$ cat config.mk
export PLATFORM = sky130hd
export DESIGN_NAME = frame_buf_arbiter
export DESIGN_NICKNAME = d
export VERILOG_FILES = /design/src/rtl/fb_pkg.sv /design/src/rtl/fb_bank_tracker.sv /design/src/rtl/frame_buf_arbiter.sv
export SDC_FILE = /design/constraint.sdc
export NUM_CORES = 1
export LEC_CHECK = 0
export ABC_AREA = 1
export BUFFER_PORTS_ARGS = -buffer_cell sky130_fd_sc_hd__buf_2
export CORE_ASPECT_RATIO = 2
export CORE_MARGIN = 10
export CORE_UTILIZATION = 40
export CTS_CLUSTER_SIZE = 14
export DETAILED_ROUTE_END_ITERATION = 12
export PLACE_DENSITY = 0.92
export REMOVE_ABC_BUFFERS = 1
export SLEW_MARGIN = 20
export SYNTH_ARGS = -nofsm -noshare
export SYNTH_HDL_FRONTEND = slang
export SYNTH_SLANG_ARGS = --single-unit
$ cat constraint.sdc
create_clock -name iClk -period 4.8 [get_ports iClk]
set_input_delay 0.48 -clock iClk [delete_from_list [all_inputs] [get_ports iClk]]
set_output_delay 0.48 -clock iClk [all_outputs]
set_load 0.02 [all_outputs]
$ cat src/rtl/fb_pkg.sv
// Shared constants for the ping-pong frame buffer: geometry, word widths and
// writer FSM encodings.
package fb_pkg;
  localparam int MEM_DEPTH  = 130560;
  localparam int ADDR_WIDTH = 17;
  localparam int DATA_WIDTH = 16;
  localparam int DROP_W     = 8;

  localparam logic [1:0] W_SYNC    = 2'd0;
  localparam logic [1:0] W_WRITE   = 2'd1;
  localparam logic [1:0] W_BLOCKED = 2'd2;
endpackage

$ cat src/rtl/fb_bank_tracker.sv
// Bank ownership for the ping-pong buffer: writer FSM, full flags, reader bank
// and the saturating dropped-frame counter.
module fb_bank_tracker
  import fb_pkg::*;
#(
  parameter int MEM_DEPTH  = fb_pkg::MEM_DEPTH,
  parameter int ADDR_WIDTH = fb_pkg::ADDR_WIDTH,
  parameter int DROP_W     = fb_pkg::DROP_W
) (
  input  logic                  iClk,
  input  logic                  iRst_n,
  input  logic                  wev,
  input  logic [ADDR_WIDTH-1:0] wr_addr,
  input  logic                  rd_release,
  output logic                  wr_accept,
  output logic                  wr_bank,
  output logic                  rd_bank,
  output logic                  rd_frame_ready,
  output logic                  frame_done,
  output logic [DROP_W-1:0]     drop_cnt
);
  localparam logic [ADDR_WIDTH-1:0] LAST_ADDR = ADDR_WIDTH'(MEM_DEPTH - 1);

  logic [1:0]        state, state_nxt;
  logic [1:0]        bank_full, full_nxt;
  logic              wr_bank_nxt, rd_bank_nxt;
  logic [DROP_W-1:0] drop_nxt;
  logic              addr_zero, release_ok;

  function automatic logic [DROP_W-1:0] sat_inc(input logic [DROP_W-1:0] v);
    return (&v) ? v : v + 1'b1;
  endfunction

  assign addr_zero      = (wr_addr == '0);
  assign release_ok     = rd_release & bank_full[rd_bank];
  assign wr_accept      = wev & ((state == W_WRITE) | ((state == W_SYNC) & addr_zero));
  assign frame_done     = wr_accept & (wr_addr == LAST_ADDR);
  assign rd_frame_ready = bank_full[rd_bank];

  // Release is folded into full_nxt first so a coinciding last write sees the freed bank.
  always_comb begin
    state_nxt   = state;
    full_nxt    = bank_full;
    wr_bank_nxt = wr_bank;
    rd_bank_nxt = rd_bank;
    drop_nxt    = drop_cnt;
    if (release_ok) begin
      full_nxt[rd_bank] = 1'b0;
      rd_bank_nxt       = ~rd_bank;
    end
    case (state)
      W_SYNC, W_WRITE: begin
        if (frame_done) begin
          full_nxt[wr_bank] = 1'b1;
          if (!full_nxt[~wr_bank]) begin
            wr_bank_nxt = ~wr_bank;
            state_nxt   = W_WRITE;
          end else begin
            state_nxt   = W_BLOCKED;
          end
        end else if (wr_accept) begin
          state_nxt = W_WRITE;
        end
      end
      W_BLOCKED: begin
        if (wev && addr_zero) drop_nxt = sat_inc(drop_cnt);
        if (release_ok && (rd_bank != wr_bank)) begin
          wr_bank_nxt = ~wr_bank;
          state_nxt   = W_SYNC;
        end
      end
      default: state_nxt = W_SYNC;
    endcase
  end

  always_ff @(posedge iClk or negedge iRst_n) begin
    if (!iRst_n) begin
      state     <= W_SYNC;
      bank_full <= 2'b00;
      wr_bank   <= 1'b0;
      rd_bank   <= 1'b0;
      drop_cnt  <= '0;
    end else begin
      state     <= state_nxt;
      bank_full <= full_nxt;
      wr_bank   <= wr_bank_nxt;
      rd_bank   <= rd_bank_nxt;
      drop_cnt  <= drop_nxt;
    end
  end
endmodule

$ cat src/rtl/frame_buf_arbiter.sv
// Ping-pong frame-buffer controller: write-priority arbitration of one
// single-port RAM between the pixel writer and the frame reader.
module frame_buf_arbiter
  import fb_pkg::*;
#(
  parameter int MEM_DEPTH  = fb_pkg::MEM_DEPTH,
  parameter int ADDR_WIDTH = fb_pkg::ADDR_WIDTH,
  parameter int DATA_WIDTH = fb_pkg::DATA_WIDTH,
  parameter int DROP_W     = fb_pkg::DROP_W
) (
  input  logic                  iClk,
  input  logic                  iRst_n,
  input  logic                  i_Clk_en,
  input  logic                  i_wr_valid,
  input  logic [ADDR_WIDTH-1:0] i_wr_addr,
  input  logic [DATA_WIDTH-1:0] i_wr_data,
  input  logic                  i_rd_req,
  input  logic [ADDR_WIDTH-1:0] i_rd_addr,
  input  logic                  i_rd_release,
  output logic                  o_rd_frame_ready,
  output logic                  o_rd_grant,
  output logic                  o_rd_valid,
  output logic [DATA_WIDTH-1:0] o_rd_data,
  output logic                  o_rd_err,
  output logic                  o_frame_done,
  output logic [DROP_W-1:0]     o_drop_cnt,
  output logic                  o_mem_en,
  output logic                  o_mem_we,
  output logic [ADDR_WIDTH:0]   o_mem_addr,
  output logic [DATA_WIDTH-1:0] o_mem_wdata,
  input  logic [DATA_WIDTH-1:0] i_mem_rdata
);
  localparam logic [ADDR_WIDTH-1:0] DEPTH_A = ADDR_WIDTH'(MEM_DEPTH);

  logic wev, wr_accept, wr_bank, rd_bank, rd_in_range;
  logic rd_vld_p1;

  assign wev         = i_Clk_en & i_wr_valid;
  assign rd_in_range = (i_rd_addr < DEPTH_A);

  fb_bank_tracker #(
    .MEM_DEPTH (MEM_DEPTH),
    .ADDR_WIDTH(ADDR_WIDTH),
    .DROP_W    (DROP_W)
  ) u_tracker (
    .iClk          (iClk),
    .iRst_n        (iRst_n),
    .wev           (wev),
    .wr_addr       (i_wr_addr),
    .rd_release    (i_rd_release),
    .wr_accept     (wr_accept),
    .wr_bank       (wr_bank),
    .rd_bank       (rd_bank),
    .rd_frame_ready(o_rd_frame_ready),
    .frame_done    (o_frame_done),
    .drop_cnt      (o_drop_cnt)
  );

  // A write always wins; a denied read is simply re-presented by the reader.
  assign o_rd_err    = i_rd_req & ~rd_in_range;
  assign o_rd_grant  = i_rd_req & o_rd_frame_ready & rd_in_range & ~wr_accept;
  assign o_mem_en    = wr_accept | o_rd_grant;
  assign o_mem_we    = wr_accept;
  assign o_mem_wdata = wr_accept ? i_wr_data : '0;

  always_comb begin
    o_mem_addr = '0;
    if (wr_accept)       o_mem_addr = {wr_bank, i_wr_addr};
    else if (o_rd_grant) o_mem_addr = {rd_bank, i_rd_addr};
  end

  // p1: RAM data returns one cycle after the granted address
  always_ff @(posedge iClk or negedge iRst_n) begin
    if (!iRst_n) rd_vld_p1 <= 1'b0;
    else         rd_vld_p1 <= o_rd_grant;
  end

  assign o_rd_valid = rd_vld_p1;
  assign o_rd_data  = rd_vld_p1 ? i_mem_rdata : '0;
endmodule

==> results.json, run 1 <==
{
  "dieArea_um2": 6540,
  "hold_buffers": 0,
  "cts_buffers": 3,
  "area_growth_pct": 51.9,
  "p_per_area_nw_per_um2": 165,
  "yosys-top-cells-count": "nand2_1 (103), inv_1 (50), nor2_1 (37)",
  "fill_cells": 337,
  "cts_resized": 0,
  "finalSetupViolCount": 0,
  "grt_pass1_vias": 2030,
  "final_core_util": 0.640,
  "synth-edff-count": 0,
  "ys_top_cells_by_area": "nand2_1 (27%), dfrtp_1 (26%), inv_1 (13%)",
  "relSlewSlack": 0.698,
  "layout.area.seq_um2": 375,
  "postSynth.asyncResetShare": 1.00,
  "grt_max_degree": 25,
  "dpl_cell_area_um2": 2140,
  "crit_path_start": "i_wr_addr[7]",
  "leakage_nw": 1.59,
  "synth_area_um2": 1440,
  "ant_nets": 0,
  "drc": 0,
  "worstPathMaxFanout": 24,
  "timing.setup.tns_ns": 0,
  "cts.sinks": 15,
  "rows": 30,
  "start_util": 0.421,
  "grt_pass1_wl_mm": 8.83,
  "num_antenna_cells": 0,
  "rsz0062_at_grt": "false",
  "gp_congestion": 0.822,
  "drtIter0Drc": 60,
  "finalWirelength_mm": 5.46,
  "maxCapViolCount": 0,
  "endpoint": "o_frame_done",
  "ir_drop_mv": 0.137,
  "avgSynthCellArea_um2": 5.47,
  "period_minus_slack_ns": 2.50,
  "ys_types": 22,
  "postCtsSetupBuffers": 0,
  "yosysMostFrequentCell": "nand2_1",
  "min_path_type": "input port to async pin",
  "grt_overflow_total": 0,
  "r2r-start": "u_tracker.drop_cnt[0]",
  "cp-end-kind": "primary output",
  "track_usage": 0.157,
  "grt_antenna_before_repair": 0,
  "synth_seq_cells": 15,
  "stdcell_count": 445,
  "r2r_slack_ns": 3.07,
  "yosysWarnings": 0,
  "core_area_um2": 3420,
  "io_buffers": 136,
  "fin_crit_sh": 0.520,
  "place_inst": 441,
  "synthCells": 263,
  "fmax_mhz": 401,
  "critPathLaunchType": "input port",
  "worst_pin_slew_ns": 0.453,
  "die_height_um": 105,
  "drtPass1Iterations": 4,
  "ys_seq_area_frac": 0.261,
  "synth-main-ff-cell": "dfrtp_1",
  "cts_tree": "yes",
  "clockBufferDepth": 2,
  "clk_latency_ns": 0.25,
  "hold_viol": 0,
  "skew_ns": 0.00138,
  "outcome": "finished, final reports clean",
  "h-tree-depth": 1,
  "vias": 2015,
  "ff2ff_path_depth": 9,
  "finalInstanceArea_um2": 2190,
  "root_buffer": "clkbuf_8",
  "die_w_um": 62.4,
  "hpwl_mm": 4.77,
  "timing.hold.ws_ns": 0.123,
  "yosysTopAreaCellShare": 0.269,
  "cts.clk_slew.worst_paths_ns": 0.06,
  "ios": 137,
  "wire_per_inst_um": 12.3,
  "drt-vias-per-instance": 4.53,
  "drive_gt1_frac": 0.373,
  "critPathKind": "input port to primary output",
  "crit_arrival_ns": 2.02,
  "r2r_end": "u_tracker.drop_cnt[4]",
  "yosys.area.top_type": "nand2_1",
  "multi_input_area_um2": 828,
  "worst_ep_required_time_ns": 4.32,
  "layout.nets": 471,
  "slew_violations": 0
}
## cells in the final DEF (no fill, tap or decap)
| master | n |
|---|---|
| nand3b_1 | 1 |
| nor3b_1 | 1 |
| ha_1 | 1 |
| inv_2 | 2 |
| nand3_1 | 11 |
| buf_2 | 136 |
| o21ai_1 | 1 |
| clkbuf_8 | 3 |
| nand2_2 | 4 |
| xor2_1 | 1 |
| dfrtp_1 | 15 |
| inv_1 | 50 |
| o22ai_1 | 1 |
| nor2_2 | 2 |
| nand4_1 | 7 |
| nand2_1 | 103 |
| a21oi_1 | 1 |
| clkinv_2 | 1 |
| nor2_1 | 37 |
| xnor2_1 | 5 |
| o21ai_0 | 13 |
| nor3_1 | 1 |
## kinds of logic after synthesis
logic type / synth area share
xor+xnor: 0.0365
fa+ha+maj: 0.00869
compound gates: 0.0565
buf+inv: 0.163
flops: 0.261
simple gates: 0.474
## how the worst min path moves through the flow
stage | from | end | slack (ns) | cells past startpoint
after floorplan | iRst_n | o_rd_valid | 0.18 | 0
after global placement | iRst_n | u_tracker.drop_cnt[4] | 0.40 | 1
after detailed placement | iRst_n | u_tracker.drop_cnt[2] | 0.40 | 1
after CTS | iRst_n | u_tracker.drop_cnt[2] | 0.13 | 1
after global routing | iRst_n | u_tracker.drop_cnt[2] | 0.15 | 1
final | iRst_n | u_tracker.drop_cnt[2] | 0.12 | 1
## per-layer routing
layer,share of wire,GRT usage
met4,0.020,0.0627
met2,0.51,0.292
met5,0,0
met1,0.37,0.150
met3,0.094,0.0567
## final cells by class
type | instances | area share
multi-input combinational | 190 | 0.379
timing repair buffer | 136 | 0.311
sequential | 15 | 0.172
inverter | 52 | 0.0893
tap | 48 | 0.0275
clock buffer | 3 | 0.0189
clock inverter | 1 | 0.00229
## flip-flops by register name, summed over array words and instances, names as in the netlist
| register | cells |
|---|---|
| u_tracker.state | 2 |
| u_tracker.rd_bank | 1 |
| u_tracker.wr_bank | 1 |
| u_tracker.bank_full | 2 |
| o_rd_valid | 1 |
| u_tracker.drop_cnt | 8 |
## power by group
group | internal [mW] | switching (mW) | total, mW
Combinational | 0.0475 | 0.0806 | 0.128
Sequential | 0.130 | 0.00137 | 0.132
Clock | 0.0575 | 0.0443 | 0.102
Total | 0.235 | 0.126 | 0.362
## through the flow
step	setup slack (ns)	power (mW)
2_1_floorplan	2.64	0.201
4_1_cts	2.30	0.364
6_report	2.30	0.362
3_5_place_dp	2.30	0.263
5_1_grt	2.09	0.385
3_3_place_gp	2.37	0.261
## worst max-delay path, cell delays in order
cell and delay [ns]:
buf_2 0.12, nor2_1 0.11, nand3_1 0.09, nor2_2 0.12
nand2_2 0.08, nand2_2 0.07, nand2_2 0.25, inv_2 0.34
nand2_1 0.12, inv_1 0.06, buf_2 0.16
No activity file was read; power rests on OpenSTA's default activity.
==> run 2: changes to the inputs <==
--- a/config.mk
+++ b/config.mk
@@ -9,10 +9,10 @@
 export BUFFER_PORTS_ARGS = -buffer_cell sky130_fd_sc_hd__buf_2
 export CORE_ASPECT_RATIO = 2
 export CORE_MARGIN = 10
-export CORE_UTILIZATION = 40
+export CORE_UTILIZATION = 33
 export CTS_CLUSTER_SIZE = 14
 export DETAILED_ROUTE_END_ITERATION = 12
-export PLACE_DENSITY = 0.92
+export PLACE_DENSITY = 0.82
 export REMOVE_ABC_BUFFERS = 1
 export SLEW_MARGIN = 20
 export SYNTH_ARGS = -nofsm -noshare
==> constraint.sdc (replaced) <==
create_clock -name iClk -period 2.2 [get_ports iClk]
set_input_delay 0.22 -clock iClk [delete_from_list [all_inputs] [get_ports iClk]]
set_output_delay 0.22 -clock iClk [all_outputs]
set_load 0.02 [all_outputs]
==> run 2 against run 1 <==
  * Cell count rose by 1.8%
  * Global-route usage fell by 1.5 points
  * Die area rose by 16%
  * Critical endpoint is now o_mem_addr[9]
  * Setup slack got worse by 2.2 ns
  * Combinational power rose by 130%
  * Critical path depth fell by 1
  * Final area rose by 1.1%
  * Total power rose by 120%
  * Clock skew rose by 0.00066 ns
  * Wire length rose by 4.4%
  * Non-clock buffer count rose by 2
  * Largest power group unchanged
  * Worst hold slack improved by 0.15 ns
==> results.json, run 2 (synthesis results as in run 1) <==
{
  "num_antenna_cells": 0,
  "core_area_um2": 4300,
  "pre_cts_ws_ns": 0.352,
  "ios": 137,
  "critPathKind": "register to primary output",
  "area_growth_pct": 53.7,
  "clk_latency_ns": 0.24,
  "vias": 2031,
  "largestRegisters": "u_tracker.drop_cnt: 8 flops, u_tracker.bank_full: 2 flops, u_tracker.state: 2 flops",
  "critPathLaunchType": "register",
  "hpwl_mm": 5.05,
  "regMostFlops": "u_tracker.drop_cnt",
  "worst_pin_slew_ns": 0.488,
  "grt_overflow_total": 0,
  "drtPass1Iterations": 4,
  "slew_violations": 0,
  "grt_pass1_wl_mm": 8.91,
  "finalSetupViolCount": 0,
  "setup_ws_ns": 0.129,
  "drc": 0,
  "layout.nets": 473,
  "dieArea_um2": 7560,
  "hold_viol": 0,
  "internal_power_mw": 0.520,
  "grt_antenna_before_repair": 0,
  "cts.clk_slew.worst_paths_ns": 0.06,
  "drtIter0Drc": 47,
  "final_core_util": 0.515,
  "io_buffers": 136,
  "cp_common_cell": "nand2_1",
  "ant_nets": 0,
  "p_switching_mw": 0.274,
  "crit_arrival_ns": 1.85,
  "largest_register_ffs": 8,
  "gp_congestion": 0.896,
  "ir_drop_mv": 0.220,
  "die_w_um": 66.7,
  "grt_pass1_vias": 2059,
  "worst_ep_required_time_ns": 1.98,
  "max_stage_delay_ns": 0.42,
  "finalWirelength_mm": 5.70,
  "timing.setup.tns_ns": 0,
  "seqPwrFrac": 0.363,
  "postCtsSetupBuffers": 0,
  "min_path_type": "input port to register",
  "cp_slowest_cell": "dfrtp_1",
  "cts_tree": "yes",
  "switching_share": 0.345,
  "clockBufferDepth": 2,
  "root_buffer": "clkbuf_8",
  "start_util": 0.335,
  "grt_max_degree": 20,
  "worstPathMaxFanout": 19,
  "power_mw": 0.795,
  "drt-vias-per-instance": 4.48,
  "outcome": "finished, final reports clean",
  "drive_gt1_frac": 0.371,
  "path_cells": "inv_1 -> nand2_1 -> nand2_1 -> nand2_1 -> nor2_1 -> nand2_2 -> clkinv_2 -> nand2_1 -> o21ai_0 -> buf_2",
  "cts.sinks": 15,
  "finalInstanceArea_um2": 2210,
  "dpl_cell_area_um2": 2150,
  "wire_per_inst_um": 12.6,
  "combPwrFrac": 0.362,
  "p_per_area_nw_per_um2": 359,
  "h-tree-depth": 1,
  "track_usage": 0.141,
  "rows": 34,
  "cts_buffers": 3,
  "fin_crit_sh": 0.941,
  "final_common_cell": "buf_2",
  "rsz0062_at_grt": "false",
  "relSlewSlack": 0.672,
  "die_height_um": 113,
  "skew_ns": 0.00204,
  "fmax_mhz": 483,
  "cp-end-kind": "primary output",
  "maxCapViolCount": 0,
  "final_cell_mix": "buf_2 (136), nand2_1 (103), inv_1 (50)",
  "leakage_nw": 1.59,
  "period_minus_slack_ns": 2.07,
  "p_clk_frac": 0.276
}
==> run 2: cell types whose count changed in the layout (fill, tap and decap cells not counted), sizes merged <==
cell,before,now
buf,136,137
clkbuf,3,4
dlygate4sd3,0,1
inv,52,51
==> run 2: routing by layer <==
layer | wire length, µm | track usage | vias up
met3 | 629 | 0.0540 | 12
met5 | 0 | 0 | -
met4 | 127 | 0.0534 | 0
li1 | - | - | 1053
met1 | 1870 | 0.117 | 870
met2 | 3070 | 0.277 | 96
==> run 2: power by group through the flow <==
stage / logic (mW) / clock network (mW) / registers (mW)
CTS: 0.290 / 0.226 / 0.288
floorplan: 0.146 / 0 / 0.292
global route: 0.314 / 0.237 / 0.288
detailed placement: 0.288 / 0 / 0.293
finish: 0.288 / 0.219 / 0.288
global placement: 0.282 / 0 / 0.293
==> run 2: cell type report <==
| type | count | area, µm² |
|---|---|---|
| Fill cell | 483 | 2090 |
| Multi-Input combinational cell | 190 | 828 |
| Timing Repair Buffer | 138 | 698 |
| Sequential cell | 15 | 375 |
| Inverter | 52 | 196 |
| Tap cell | 54 | 67.6 |
| Clock buffer | 4 | 45.0 |
==> run 2: timing repair <==
item,4_1_cts,5_1_grt
hold buffers,1,0
endpoints found under the hold margin,15,0
setup endpoints to repair,0,15
resized for setup,0,1
==> run 2: worst paths after layout <==
kind                                  startpoint                endpoint  slack, ns  cells after the start
max                            u_tracker.rd_bank           o_mem_addr[9]       0.13                     10
min                                 i_rd_release       u_tracker.rd_bank       0.28                      3
min reg2reg                u_tracker.drop_cnt[5]   u_tracker.drop_cnt[5]       0.52                      2
max reg2reg                u_tracker.drop_cnt[0]   u_tracker.drop_cnt[5]       0.37                      9
max in group asynchronous                 iRst_n  u_tracker.bank_full[0]       1.52                      2
min in group asynchronous                 iRst_n   u_tracker.drop_cnt[4]       0.41                      2
==> run 2: per-stage QoR <==
stage	instances	hold WS (ns)
after floorplan	257	-0.0756
after global placement	448	0.141
after detailed placement	448	0.149
after CTS	453	0.278
after global routing	453	0.317
final	453	0.278
==> run 2: critical path: cells and delay by family (launching register included) <==
kind | cells | cell delay (ns)
simple gates | 6 | 0.57
buf+inv | 3 | 0.51
compound gates | 1 | 0.09
flops | 1 | 0.42
==> run 3: changes to the inputs <==
--- a/config.mk
+++ b/config.mk
@@ -5,14 +5,13 @@
 export SDC_FILE = /design/constraint.sdc
 export NUM_CORES = 1
 export LEC_CHECK = 0
-export ABC_AREA = 1
 export BUFFER_PORTS_ARGS = -buffer_cell sky130_fd_sc_hd__buf_2
 export CORE_ASPECT_RATIO = 2
 export CORE_MARGIN = 10
 export CORE_UTILIZATION = 33
 export CTS_CLUSTER_SIZE = 14
 export DETAILED_ROUTE_END_ITERATION = 12
-export PLACE_DENSITY = 0.82
+export PLACE_DENSITY = 0.83
 export REMOVE_ABC_BUFFERS = 1
 export SLEW_MARGIN = 20
 export SYNTH_ARGS = -nofsm -noshare
==> run 3 against run 2 <==
  * Die area decreased by 3.0%
  * Clock skew increased by 0.0031 ns
  * Clock-buffer cell count unchanged
  * Synthesized cell count decreased by 27%
  * Combinational power increased by 19%
  * Via count decreased by 11%
  * Critical path depth decreased by 2
  * Wire length increased by 0.53%
  * Critical endpoint is now o_mem_addr[2]
  * Largest cell class unchanged
==> results.json, run 3 <==
{
  "leakage_nw": 1.25,
  "grt_pass1_vias": 1906,
  "switching_share": 0.351,
  "stdcell_count": 379,
  "drt-vias-per-instance": 4.78,
  "yosysTopAreaCellShare": 0.272,
  "die_height_um": 111,
  "die_w_um": 65.8,
  "yosysMostFrequentCell": "nand2_1",
  "ys_seq_area_frac": 0.272,
  "maxCapViolCount": 0,
  "fin_crit_sh": 0.925,
  "combPwrFrac": 0.403,
  "min_path_type": "input port to register",
  "p_clk_frac": 0.256,
  "drive_gt1_frac": 0.468,
  "rows": 33,
  "relSlewSlack": 0.732,
  "ant_nets": 0,
  "p_switching_mw": 0.299,
  "finalWirelength_mm": 5.73,
  "pre_cts_ws_ns": 0.135,
  "yosys.area.top_type": "dfrtp_1",
  "crit_path_start": "i_wr_addr[9]",
  "finalSetupViolCount": 0,
  "fmax_mhz": 491,
  "critPathKind": "input port to primary output",
  "avgSynthCellArea_um2": 7.16,
  "fill_cells": 419,
  "drc": 0,
  "ys_top_cells_by_area": "dfrtp_1 (27%), and2_1 (14%), nand2_1 (13%)",
  "regMostFlops": "u_tracker.drop_cnt",
  "worstPathMaxFanout": 21,
  "clockBufferDepth": 2,
  "ys_types": 37,
  "final_cell_mix": "buf_2 (136), nand2_1 (48), and2_1 (32)",
  "drtIter0Drc": 62,
  "area_growth_pct": 58.3,
  "vias": 1812,
  "p_per_area_nw_per_um2": 390,
  "synth_top_family_by_area": "simple AND/OR/NAND/NOR gates",
  "place_inst": 374,
  "start_util": 0.338,
  "postCtsSetupBuffers": 0,
  "hold_viol": 0,
  "gp_congestion": 0.795,
  "synth-main-ff-cell": "dfrtp_1",
  "root_buffer": "clkbuf_8",
  "dieArea_um2": 7330,
  "yosysWarnings": 0,
  "worst_ep_required_time_ns": 1.98,
  "num_antenna_cells": 0,
  "timing.setup.tns_ns": 0,
  "wire_per_inst_um": 15.1,
  "synth-edff-count": 0,
  "synth_fa_ha_area_frac": 0.00906,
  "critPathLaunchType": "input port",
  "io_buffers": 136,
  "cts_tree": "yes",
  "rsz0062_at_grt": "false",
  "ff2ff_path_depth": 5,
  "layout.nets": 401,
  "cts_buffers": 3,
  "internal_power_mw": 0.553,
  "synth-simple-area-share": 0.476,
  "power_mw": 0.852,
  "drtPass1Iterations": 4,
  "cts.clk_slew.worst_paths_ns": 0.05,
  "cp-end-kind": "primary output",
  "largestRegisters": "u_tracker.drop_cnt: 8 flops, u_tracker.bank_full: 2 flops, u_tracker.state: 2 flops",
  "seqPwrFrac": 0.342,
  "hpwl_mm": 5.10,
  "synthCells": 193,
  "largest_register_ffs": 8,
  "synth_seq_cells": 15,
  "hold_start": "i_rd_release",
  "synth.area.mux_share": 0.0154,
  "track_usage": 0.149,
  "period_minus_slack_ns": 2.04,
  "core_area_um2": 4090,
  "yosys-top-cells-count": "nand2_1 (48), and2_1 (32), dfrtp_1 (15)",
  "final_core_util": 0.535,
  "holdPathStages": 2,
  "skew_ns": 0.00514,
  "r2r-start": "u_tracker.drop_cnt[0]",
  "grt_antenna_before_repair": 0,
  "ir_drop_mv": 0.235,
  "h-tree-depth": 1,
  "synth_compound_area_frac": 0.130,
  "postSynth.asyncResetShare": 1.00,
  "grt_max_degree": 34,
  "clk_latency_ns": 0.25,
  "grt_overflow_total": 0,
  "synth_area_um2": 1380,
  "grt_pass1_wl_mm": 8.83,
  "crit_arrival_ns": 1.82,
  "slew_violations": 0,
  "cts.sinks": 15,
  "outcome": "finished, final reports clean",
  "ios": 137,
  "setup_ws_ns": 0.164,
  "final_common_cell": "buf_2",
  "worst_pin_slew_ns": 0.398,
  "synth-xor-area-share": 0.0507
}
==> run 3: cell count changes after synthesis, moves of 4 or more <==
| cell | previous run | this run |
|---|---|---|
| nand3_1 | 11 | 4 |
| nand2_2 | 4 | 0 |
| and2_1 | 0 | 32 |
| o21ai_1 | 1 | 10 |
| nor2_1 | 37 | 7 |
| inv_1 | 50 | 3 |
| and3_1 | 0 | 4 |
| nand2_1 | 103 | 48 |
==> run 3: final timing paths <==
check	to	slack (ns)
hold reg to reg	u_tracker.drop_cnt[7]	0.51
max in group asynchronous	u_tracker.rd_bank	1.51
min in group asynchronous	u_tracker.drop_cnt[6]	0.41
setup reg to reg	u_tracker.drop_cnt[1]	0.53
hold / removal	u_tracker.rd_bank	0.24
setup / recovery	o_mem_addr[2]	0.16
==> run 3: power groups by stage <==
stage,Sequential (mW),Clock (mW),Combinational (mW)
2_1_floorplan,0.294,0,0.171
3_3_place_gp,0.295,0,0.338
3_5_place_dp,0.296,0,0.344
4_1_cts,0.292,0.224,0.346
5_1_grt,0.293,0.239,0.378
6_report,0.291,0.218,0.343
==> run 3: through the flow <==
stage | area, µm² | hold WS, ns
finish | 2190 | 0.240
global route | 2190 | 0.262
CTS | 2170 | 0.239
detailed placement | 2120 | 0.139
global placement | 2120 | 0.139
floorplan | 1330 | -0.0756
==> run 3: what timing repair did <==
item,CTS,global route
gates resized for setup,0,5
setup endpoints to repair,0,19
hold buffers,1,0
endpoints found under the hold margin,15,0
==> run 3: cell type report <==
cell class	count	area, µm²	area share
multi-input combinational	165	956	0.437
timing repair buffer	140	733	0.335
sequential	15	377	0.172
tap	52	65.1	0.0297
clock buffer	4	45.0	0.0206
inverter	3	11.3	0.00515
==> run 3: cell families (layout without fill, tap and decap cells) <==
group	Yosys count	after routing
muxes	2	2
AOI/OAI and AO/OA	31	31
DFF	15	15
adders and majority gates	1	1
and+or+nand+nor	123	123
buffers and inverters	13	147
xor gates and xnor gates	8	8
==> run 3: routing by layer <==
layer  share of wire  vias to the layer above  GRT usage
li1                -                      918          -
met1            0.32                      814      0.126
met2            0.58                       75      0.295
met3           0.087                        5     0.0562
met4           0.012                        0     0.0431
met5               0                        -          0
==> run 3: critical path, cell delays in order <==
cell and delay (ns):
buf_2 0.11, nor4_1 0.40, nand4b_1 0.21, o21bai_4 0.27, buf_4 0.26, nand2_1 0.08
o21ai_1 0.07, buf_2 0.18
